[src/rtl/adxl362_spi_master.sv]
// SPI mode-0 master for the ADXL362: command byte, optional address byte and
// 1-16 data bytes under one nCS frame, driven by a start/busy/done handshake.
module adxl362_spi_master #(
  parameter int CLK_DIV = 4,
  parameter int CS_GAP  = 8
) (
  input  logic       clk_16mhz,
  input  logic       rst,
  input  logic       start,
  input  logic [7:0] command,
  input  logic [5:0] address,
  input  logic [3:0] byte_count,
  input  logic [7:0] data_write,
  output logic       data_load,
  output logic [7:0] read_data,
  output logic       read_valid,
  output logic       busy,
  output logic       done,
  output logic       err,
  output logic       SCLK,
  output logic       MOSI,
  output logic       nCS,
  input  logic       MISO
);

  localparam logic [2:0] ST_IDLE     = 3'd0;
  localparam logic [2:0] ST_SETUP    = 3'd1;
  localparam logic [2:0] ST_SHIFT    = 3'd2;
  localparam logic [2:0] ST_BYTE_END = 3'd3;
  localparam logic [2:0] ST_HOLD     = 3'd4;
  localparam logic [2:0] ST_GAP      = 3'd5;

  localparam logic [1:0] PH_CMD  = 2'd0;
  localparam logic [1:0] PH_ADDR = 2'd1;
  localparam logic [1:0] PH_DATA = 2'd2;

  localparam logic [7:0] CMD_WRITE = 8'h0A;
  localparam logic [7:0] CMD_READ  = 8'h0B;
  localparam logic [7:0] CMD_FIFO  = 8'h0D;

  localparam int DIV_W = (CLK_DIV > 2) ? $clog2(CLK_DIV) : 1;
  localparam int GAP_W = (CS_GAP > 1) ? $clog2(CS_GAP) : 1;
  localparam logic [DIV_W-1:0] DIV_LAST = DIV_W'(CLK_DIV - 1);
  localparam logic [GAP_W-1:0] GAP_LAST = GAP_W'(CS_GAP - 1);

  logic [2:0]       state;
  logic [1:0]       phase;
  logic [7:0]       cmd_reg;
  logic [5:0]       addr_reg;
  logic [4:0]       count;
  logic [7:0]       wr_buf;
  logic [7:0]       tx_shift;
  logic [7:0]       rx_shift;
  logic [2:0]       bit_cnt;
  logic [DIV_W-1:0] div_cnt;
  logic [GAP_W-1:0] gap_cnt;

  logic cmd_ok;
  logic accept;
  logic div_last;
  logic is_write;

  assign cmd_ok   = (command == CMD_WRITE) || (command == CMD_READ) || (command == CMD_FIFO);
  assign accept   = (state == ST_IDLE) && start && cmd_ok;
  assign div_last = (div_cnt == DIV_LAST);
  assign is_write = (cmd_reg == CMD_WRITE);

  // data_write is captured at the end of the cycle in which data_load is high.
  assign data_load = (accept && command == CMD_WRITE) ||
                     (state == ST_BYTE_END && phase == PH_DATA && is_write);

  // NOTE: all state below is sequential, so every assignment is non-blocking;
  // a blocking assignment here would make later reads see this cycle's update.
  always_ff @(posedge clk_16mhz) begin
    if (rst) begin
      state      <= ST_IDLE;
      phase      <= PH_CMD;
      cmd_reg    <= 8'h00;
      addr_reg   <= 6'd0;
      count      <= 5'd0;
      wr_buf     <= 8'h00;
      tx_shift   <= 8'h00;
      rx_shift   <= 8'h00;
      bit_cnt    <= 3'd0;
      div_cnt    <= '0;
      gap_cnt    <= '0;
      read_data  <= 8'h00;
      read_valid <= 1'b0;
      busy       <= 1'b0;
      done       <= 1'b0;
      err        <= 1'b0;
      SCLK       <= 1'b0;
      MOSI       <= 1'b0;
      nCS        <= 1'b1;
    end else begin
      done       <= 1'b0;
      err        <= 1'b0;
      read_valid <= 1'b0;

      case (state)
        ST_IDLE: begin
          if (start) begin
            if (cmd_ok) begin
              state    <= ST_SETUP;
              busy     <= 1'b1;
              nCS      <= 1'b0;
              MOSI     <= command[7];
              tx_shift <= command;
              cmd_reg  <= command;
              addr_reg <= address;
              count    <= (byte_count == 4'd0) ? 5'd16 : {1'b0, byte_count};
              phase    <= PH_CMD;
              bit_cnt  <= 3'd0;
              div_cnt  <= '0;
              if (command == CMD_WRITE) wr_buf <= data_write;
            end else begin
              err <= 1'b1;
            end
          end
        end

        ST_SETUP: begin
          if (div_last) begin
            div_cnt  <= '0;
            SCLK     <= 1'b1;
            rx_shift <= {rx_shift[6:0], MISO};
            state    <= ST_SHIFT;
          end else begin
            div_cnt <= div_cnt + 1'b1;
          end
        end

        ST_SHIFT: begin
          if (!div_last) begin
            div_cnt <= div_cnt + 1'b1;
          end else if (!SCLK) begin
            div_cnt  <= '0;
            SCLK     <= 1'b1;
            rx_shift <= {rx_shift[6:0], MISO};
          end else begin
            div_cnt <= '0;
            SCLK    <= 1'b0;
            if (bit_cnt == 3'd7) begin
              bit_cnt <= 3'd0;
              if (phase == PH_DATA) begin
                count <= count - 5'd1;
                if (!is_write) begin
                  read_data  <= rx_shift;
                  read_valid <= 1'b1;
                end
                if (count == 5'd1) begin
                  state <= ST_HOLD;
                  MOSI  <= 1'b0;
                end else begin
                  state <= ST_BYTE_END;
                end
              end else begin
                state <= ST_BYTE_END;
              end
            end else begin
              bit_cnt  <= bit_cnt + 3'd1;
              tx_shift <= {tx_shift[6:0], 1'b0};
              MOSI     <= tx_shift[6];
            end
          end
        end

        // One cycle inside the low half of SCLK: pick the next byte to shift.
        ST_BYTE_END: begin
          div_cnt <= div_cnt + 1'b1;
          state   <= ST_SHIFT;
          if (phase == PH_CMD && cmd_reg != CMD_FIFO) begin
            phase    <= PH_ADDR;
            tx_shift <= {2'b00, addr_reg};
            MOSI     <= 1'b0;
          end else begin
            phase <= PH_DATA;
            if (!is_write) begin
              tx_shift <= 8'h00;
              MOSI     <= 1'b0;
            end else if (phase == PH_DATA) begin
              tx_shift <= data_write;
              MOSI     <= data_write[7];
            end else begin
              tx_shift <= wr_buf;
              MOSI     <= wr_buf[7];
            end
          end
        end

        ST_HOLD: begin
          if (div_last) begin
            nCS     <= 1'b1;
            gap_cnt <= '0;
            state   <= ST_GAP;
          end else begin
            div_cnt <= div_cnt + 1'b1;
          end
        end

        ST_GAP: begin
          if (gap_cnt == GAP_LAST) begin
            state <= ST_IDLE;
            done  <= 1'b1;
            busy  <= 1'b0;
          end else begin
            gap_cnt <= gap_cnt + 1'b1;
          end
        end

        default: state <= ST_IDLE;
      endcase
    end
  end

endmodule

[config.mk]
export PLATFORM = sky130hd
export DESIGN_NAME = adxl362_spi_master
export DESIGN_NICKNAME = d
export VERILOG_FILES = /design/src/rtl/adxl362_spi_master.sv
export SDC_FILE = /design/constraint.sdc
export NUM_CORES = 1
export LEC_CHECK = 0
export BUFFER_PORTS_ARGS = -buffer_cell sky130_fd_sc_hd__buf_2
export CAP_MARGIN = 25
export CORE_ASPECT_RATIO = 1.75
export CORE_MARGIN = 5
export CORE_UTILIZATION = 55
export CTS_CLUSTER_SIZE = 25
export DETAILED_ROUTE_END_ITERATION = 12
export GPL_TIMING_DRIVEN = 0
export PLACE_DENSITY = 0.75
export SLEW_MARGIN = 20
export SYNTH_ARGS = -nofsm -noshare
export SYNTH_HDL_FRONTEND = slang
export SYNTH_SLANG_ARGS = --single-unit
export TNS_END_PERCENT = 50
[constraint.sdc]
create_clock -name clk_16mhz -period 2.9 [get_ports clk_16mhz]
set_clock_uncertainty 0.1 [all_clocks]
set_input_delay 0.87 -clock clk_16mhz [delete_from_list [all_inputs] [get_ports clk_16mhz]]
set_output_delay 0.87 -clock clk_16mhz [all_outputs]
set_load 0.01 [all_outputs]
==> results.ini, run 1 <==
[global_route]
antenna_found_initial = 0
grt_util_met1 = 0.262
grt_pass1_wl_mm = 14.9
overflow = 0
grt-busiest-layer = met2
grt_pass1_vias = 3161
grt_util_all_layers = 0.232
use_met2 = 0.431
grt.met3_usage = 0.0376
grt_max_degree = 20

[worst_setup_path]
cpPeakStageDelay_ns = 0.29
crit_path_end_kind = primary output
slowest_stage = nor3b_4
cp_common_cell = buf_2
worst-path-max-fanout = 2
cp.required_ns = 1.93
cp_data_arrival_time_ns = 1.89
rr_worst_depth = 7
path_cells = buf_2 -> nor3b_4 -> o2111ai_4 -> buf_6 -> o22ai_4 -> buf_2
start_kind = input port
path_class = in2out

[die]
io_pins = 46
start_util = 0.561
placementRows = 38
core_area_um2 = 6180
die_area_um2 = 8060
die-height_um = 115
die_width_um = 70.0

[timing]
fin_crit_sh = 0.987
hold_viol = 0
relSlewSlack = 0.545
fin_crit_ns = 2.86
max_slew.worst_pin.slew_ns = 0.683
slew_violations = 0
fmaxAchievable_mhz = 349
finalSetupViolations = 0

[placement]
dpl.hpwl_mm = 6.76
routabilityCongestion = 0.912
portBuffers = 45

[cells_and_area]
final_common_cell = dfxtp_1
nets = 490
final_cell_mix = 70 x dfxtp_1, 52 x buf_2, 52 x nor2_1, 30 x mux2i_1, 30 x a21oi_1
num_antenna_cells = 0
area_growth_pct = 18.4
drive_gt1_frac = 0.223
fillers = 540
final_util = 0.664

[clock_tree]
postCtsHoldBufs = 0
cts-root-buf = clkbuf_8
htreeDepth = 3
cts_tree = done
max-clock-path-buffers = 2
cts-buffers-inserted = 9
cts_sinks = 70
path_clk_slew_ns = 0.07
clk_latency_ns = 0.35

[power_and_ir_drop]
power_mw = 2.16
leakagePower_nw = 1.81
powerDensity_nw_per_um2 = 525
ir_worst_vdd_mv = 0.452

[yosys]
synth.distinct_cells = 64
synth.net_count = 429
yosys_warnings = 0
yosysSeqAreaShare = 0.404
synth_top_flop_cell = dfxtp_1
syn_area_um2 = 3470
async_flop_share = 0
postSynthAreaPerCell_um2 = 8.85
synthCells = 392
synth_edf_count = 0
ys_ff_latch = 70

[route]
drc_errors = 0
drtPass1Iterations = 4
drt-total-wl_mm = 9.01
drt-initial-drc-count = 250
routed_via_density = 5.86
postRouteAntennaNets = 0
wl_per_cell_um = 16.8
vias = 3152

[min_path]
min_path_type = reg2reg
holdPathStages = 2

[outcome]
outcome = completed

[job]
max-cap-violations = 0

==> worst paths after layout <==
check	start	endpoint	slack, ns
max	command[4]	data_load	0.04
min	nCS$_SDFFE_PP1P_	nCS$_SDFFE_PP1P_	0.34
max reg2reg	bit_cnt[0]$_SDFFE_PP0P_	count[0]$_SDFFE_PP0P_	0.64
min reg2reg	nCS$_SDFFE_PP1P_	nCS$_SDFFE_PP1P_	0.34
==> synthesized netlist by cell type (7+ instances only) <==
| library cell | instances | area share |
|---|---|---|
| dfxtp_1 | 70 | 0.40 |
| nor2_1 | 52 | 0.056 |
| a21oi_1 | 30 | 0.043 |
| mux2i_1 | 30 | 0.087 |
| nand2_1 | 22 | 0.024 |
| o21ai_0 | 20 | 0.029 |
| clkbuf_1 | 13 | 0.014 |
| inv_1 | 13 | 0.014 |
| buf_2 | 8 | 0.012 |
| nand3_1 | 8 | 0.012 |
| ha_1 | 7 | 0.025 |
==> through the flow <==
| stage | instance area (µm²) | hold slack (ns) | cells | setup WS [ns] | TNS [ns] |
|---|---|---|---|---|---|
| after global placement | 3790 | 0.325 | 517 | -0.342 | -0.342 |
| after detailed placement | 3790 | 0.333 | 517 | -0.381 | -0.381 |
| after global routing | 4110 | 0.367 | 538 | -0.00963 | -0.00963 |
| after floorplan | 3470 | 0.320 | 392 | 0.0947 | 0 |
| final | 4110 | 0.338 | 538 | 0.0375 | 0 |
| after CTS | 4080 | 0.342 | 536 | 0.0330 | 0 |
==> cell type report <==
type                    count  area [µm²]  share of cell area
well taps                  80         100              0.0244
clock buffers              10         128              0.0311
inverters                  13        48.8              0.0119
repair buffers             52         278              0.0676
flip-flops and latches     70        1400               0.341
plain buffers              22         114              0.0277
clock inverters             6        86.3              0.0210
multi-input cells         285        1950               0.475
==> critical path: cells and delay by family <==
kind | cells | cell delay [ns]
AO/OA/AOI/OAI | 2 | 0.30
AND/OR/NAND/NOR | 1 | 0.29
buffers and inverters | 3 | 0.43
==> cells by family (layout without fill, tap and decap cells) <==
kind of cell / Yosys count / after routing / synth area share
AO/OA/AOI/OAI: 101 / 101 / 0.201
flip-flops: 70 / 70 / 0.404
buffers and inverters: 37 / 103 / 0.0472
AND/OR/NAND/NOR: 141 / 141 / 0.216
adder cells (fa/ha/maj): 7 / 7 / 0.0252
multiplexers: 36 / 36 / 0.106
==> metal layers <==
layer  wire (µm)  share of wire  vias up
met3         374          0.041       17
met5           0              0        -
met4         225          0.025        0
li1            -              -     1541
met2        4810           0.53       88
met1        3610           0.40     1506
==> report_power, final <==
part	internal [mW]	total (mW)	switching, mW
Combinational	0.116	0.305	0.189
Sequential	0.989	1.00	0.0153
Clock	0.482	0.848	0.366
==> what timing repair did <==
item                                    in CTS  in global routing
setup buffers                                5                  2
endpoints found under the setup margin       1                  1
resized for setup                            8                  2
pin swaps                                    3                  2
Note: power is estimated with default switching activity, not from simulation.
==> run 2: changes to the inputs <==
--- a/config.mk
+++ b/config.mk
@@ -6,7 +6,7 @@
 export NUM_CORES = 1
 export LEC_CHECK = 0
 export BUFFER_PORTS_ARGS = -buffer_cell sky130_fd_sc_hd__buf_2
-export CAP_MARGIN = 25
+export CAP_MARGIN = 20
 export CORE_ASPECT_RATIO = 1.75
 export CORE_MARGIN = 5
 export CORE_UTILIZATION = 55
==> constraint.sdc (replaced) <==
create_clock -name clk_16mhz -period 2.9 [get_ports clk_16mhz]
set_clock_uncertainty 0.1 [all_clocks]
set_input_delay 0.29 -clock clk_16mhz [delete_from_list [all_inputs] [get_ports clk_16mhz]]
set_output_delay 0.29 -clock clk_16mhz [all_outputs]
set_load 0.01 [all_outputs]
==> results.ini, run 2 (same netlist as run 1, synthesis figures left out) <==
[outcome]
outcome = completed

[global_route]
antenna_found_initial = 0
overflow = 0
grt_util_all_layers = 0.229
grt_pass1_wl_mm = 14.7
grt_pass1_vias = 3106
grt_max_degree = 13

[clock_tree]
postCtsHoldBufs = 0
htreeDepth = 3
cts_tree = done
ctsResizeCount = 0
path_clk_slew_ns = 0.07
cts-root-buf = clkbuf_8
clk_latency_ns = 0.35
postCtsSetupBuffers = 0
cts-buffers-inserted = 9
cts_sinks = 70
max-clock-path-buffers = 2

[cells_and_area]
nets = 485
final_common_cell = dfxtp_1
num_antenna_cells = 0
fin_cells = 533
area_growth_pct = 15.5
drive_gt1_frac = 0.203
final_cell_mix = 70 x dfxtp_1, 53 x buf_2, 52 x nor2_1, 30 x mux2i_1, 30 x a21oi_1

[timing]
fmaxAchievable_mhz = 394
setup_tns_ns = 0
hold_viol = 0
rsz0062_at_grt = false
finalSetupViolations = 0
slew_violations = 0
relSlewSlack = 0.544
fin_crit_sh = 0.875
max_slew.worst_pin.slew_ns = 0.684
fin_crit_ns = 2.54

[min_path]
min_path_type = in2reg
min_from = address[4]
holdPathStages = 3

[power_and_ir_drop]
leakagePower_nw = 1.77
ir_worst_vdd_mv = 0.448
powerDensity_nw_per_um2 = 536
power_mw = 2.15

[route]
vias = 3108
postRouteAntennaNets = 0
drt-total-wl_mm = 8.97
drt-initial-drc-count = 241
wl_per_cell_um = 16.8
routed_via_density = 5.83
drc_errors = 0
drtPass1Iterations = 5

[worst_setup_path]
start_kind = flip-flop
r2r_start = bit_cnt[0]$_SDFFE_PP0P_
cp.buffers_inverters = 3
path_class = reg2out
rr_worst_depth = 7
cp_num_cells = 6
worst-path-max-fanout = 10
crit_path_end_kind = primary output
path_cells = buf_2 -> nor3_2 -> o2111ai_2 -> buf_2 -> o22ai_1 -> buf_2
cp.required_ns = 2.51
cpPeakStageDelay_ns = 0.39
cp_common_cell = buf_2
cp_data_arrival_time_ns = 2.15
cp-startpoint = state[1]$_SDFFE_PP0P_
crit_family = buffers and inverters
slowest_stage = dfxtp_1

[die]
die-height_um = 115
io_pins = 46
core_area_um2 = 6180
placementRows = 38
die_area_um2 = 8060
die_width_um = 70.0
start_util = 0.561

[placement]
portBuffers = 45
dpl.hpwl_mm = 6.76
place_inst = 517
routabilityCongestion = 0.912

[job]
max-cap-violations = 0

## run 2: tightest hold or removal path, stage by stage
cell and delay, ns:
buf_2 0.08, mux2i_1 0.05, nor2_1 0.07
## run 2: area by class of cell
type,count,area (µm²)
fill,554,2170
sequential,70,1400
clock buffer,10,128
inverter,13,48.8
multi-input combinational,285,1900
clock inverter,6,86.3
buffer,24,115
tap,80,100
timing repair buffer,45,225
## run 2: stage by stage
stage	setup WS (ns)	util	hold slack (ns)	area, µm²
2_1_floorplan	0.983	-	0.320	3470
5_1_grt	0.247	0.649	0.0875	4010
3_3_place_gp	0.688	0.614	0.325	3790
6_report	0.362	0.649	0.0775	4010
4_1_cts	0.406	0.649	0.0744	4010
3_5_place_dp	0.705	0.614	0.333	3790
## run 2: final timing paths
kind / end / slack [ns]
min: addr_reg[4]$_SDFFE_PP0P_ / 0.08
max reg2reg: count[0]$_SDFFE_PP0P_ / 0.66
min reg2reg: nCS$_SDFFE_PP1P_ / 0.34
max: data_load / 0.36
## run 2: metal layers
layer | routed length, µm | GRT usage | part of all wire | up-vias
met1 | 3590 | 0.256 | 0.40 | 1477
met5 | 0 | 0 | 0 | -
met3 | 411 | 0.0394 | 0.046 | 14
met4 | 154 | 0.0870 | 0.017 | 0
li1 | - | - | - | 1534
met2 | 4820 | 0.430 | 0.54 | 83
## run 2: where the power goes
part	switching (mW)	total, mW	internal [mW]
Sequential	0.0156	1.00	0.989
Combinational	0.188	0.299	0.111
Clock	0.361	0.844	0.482
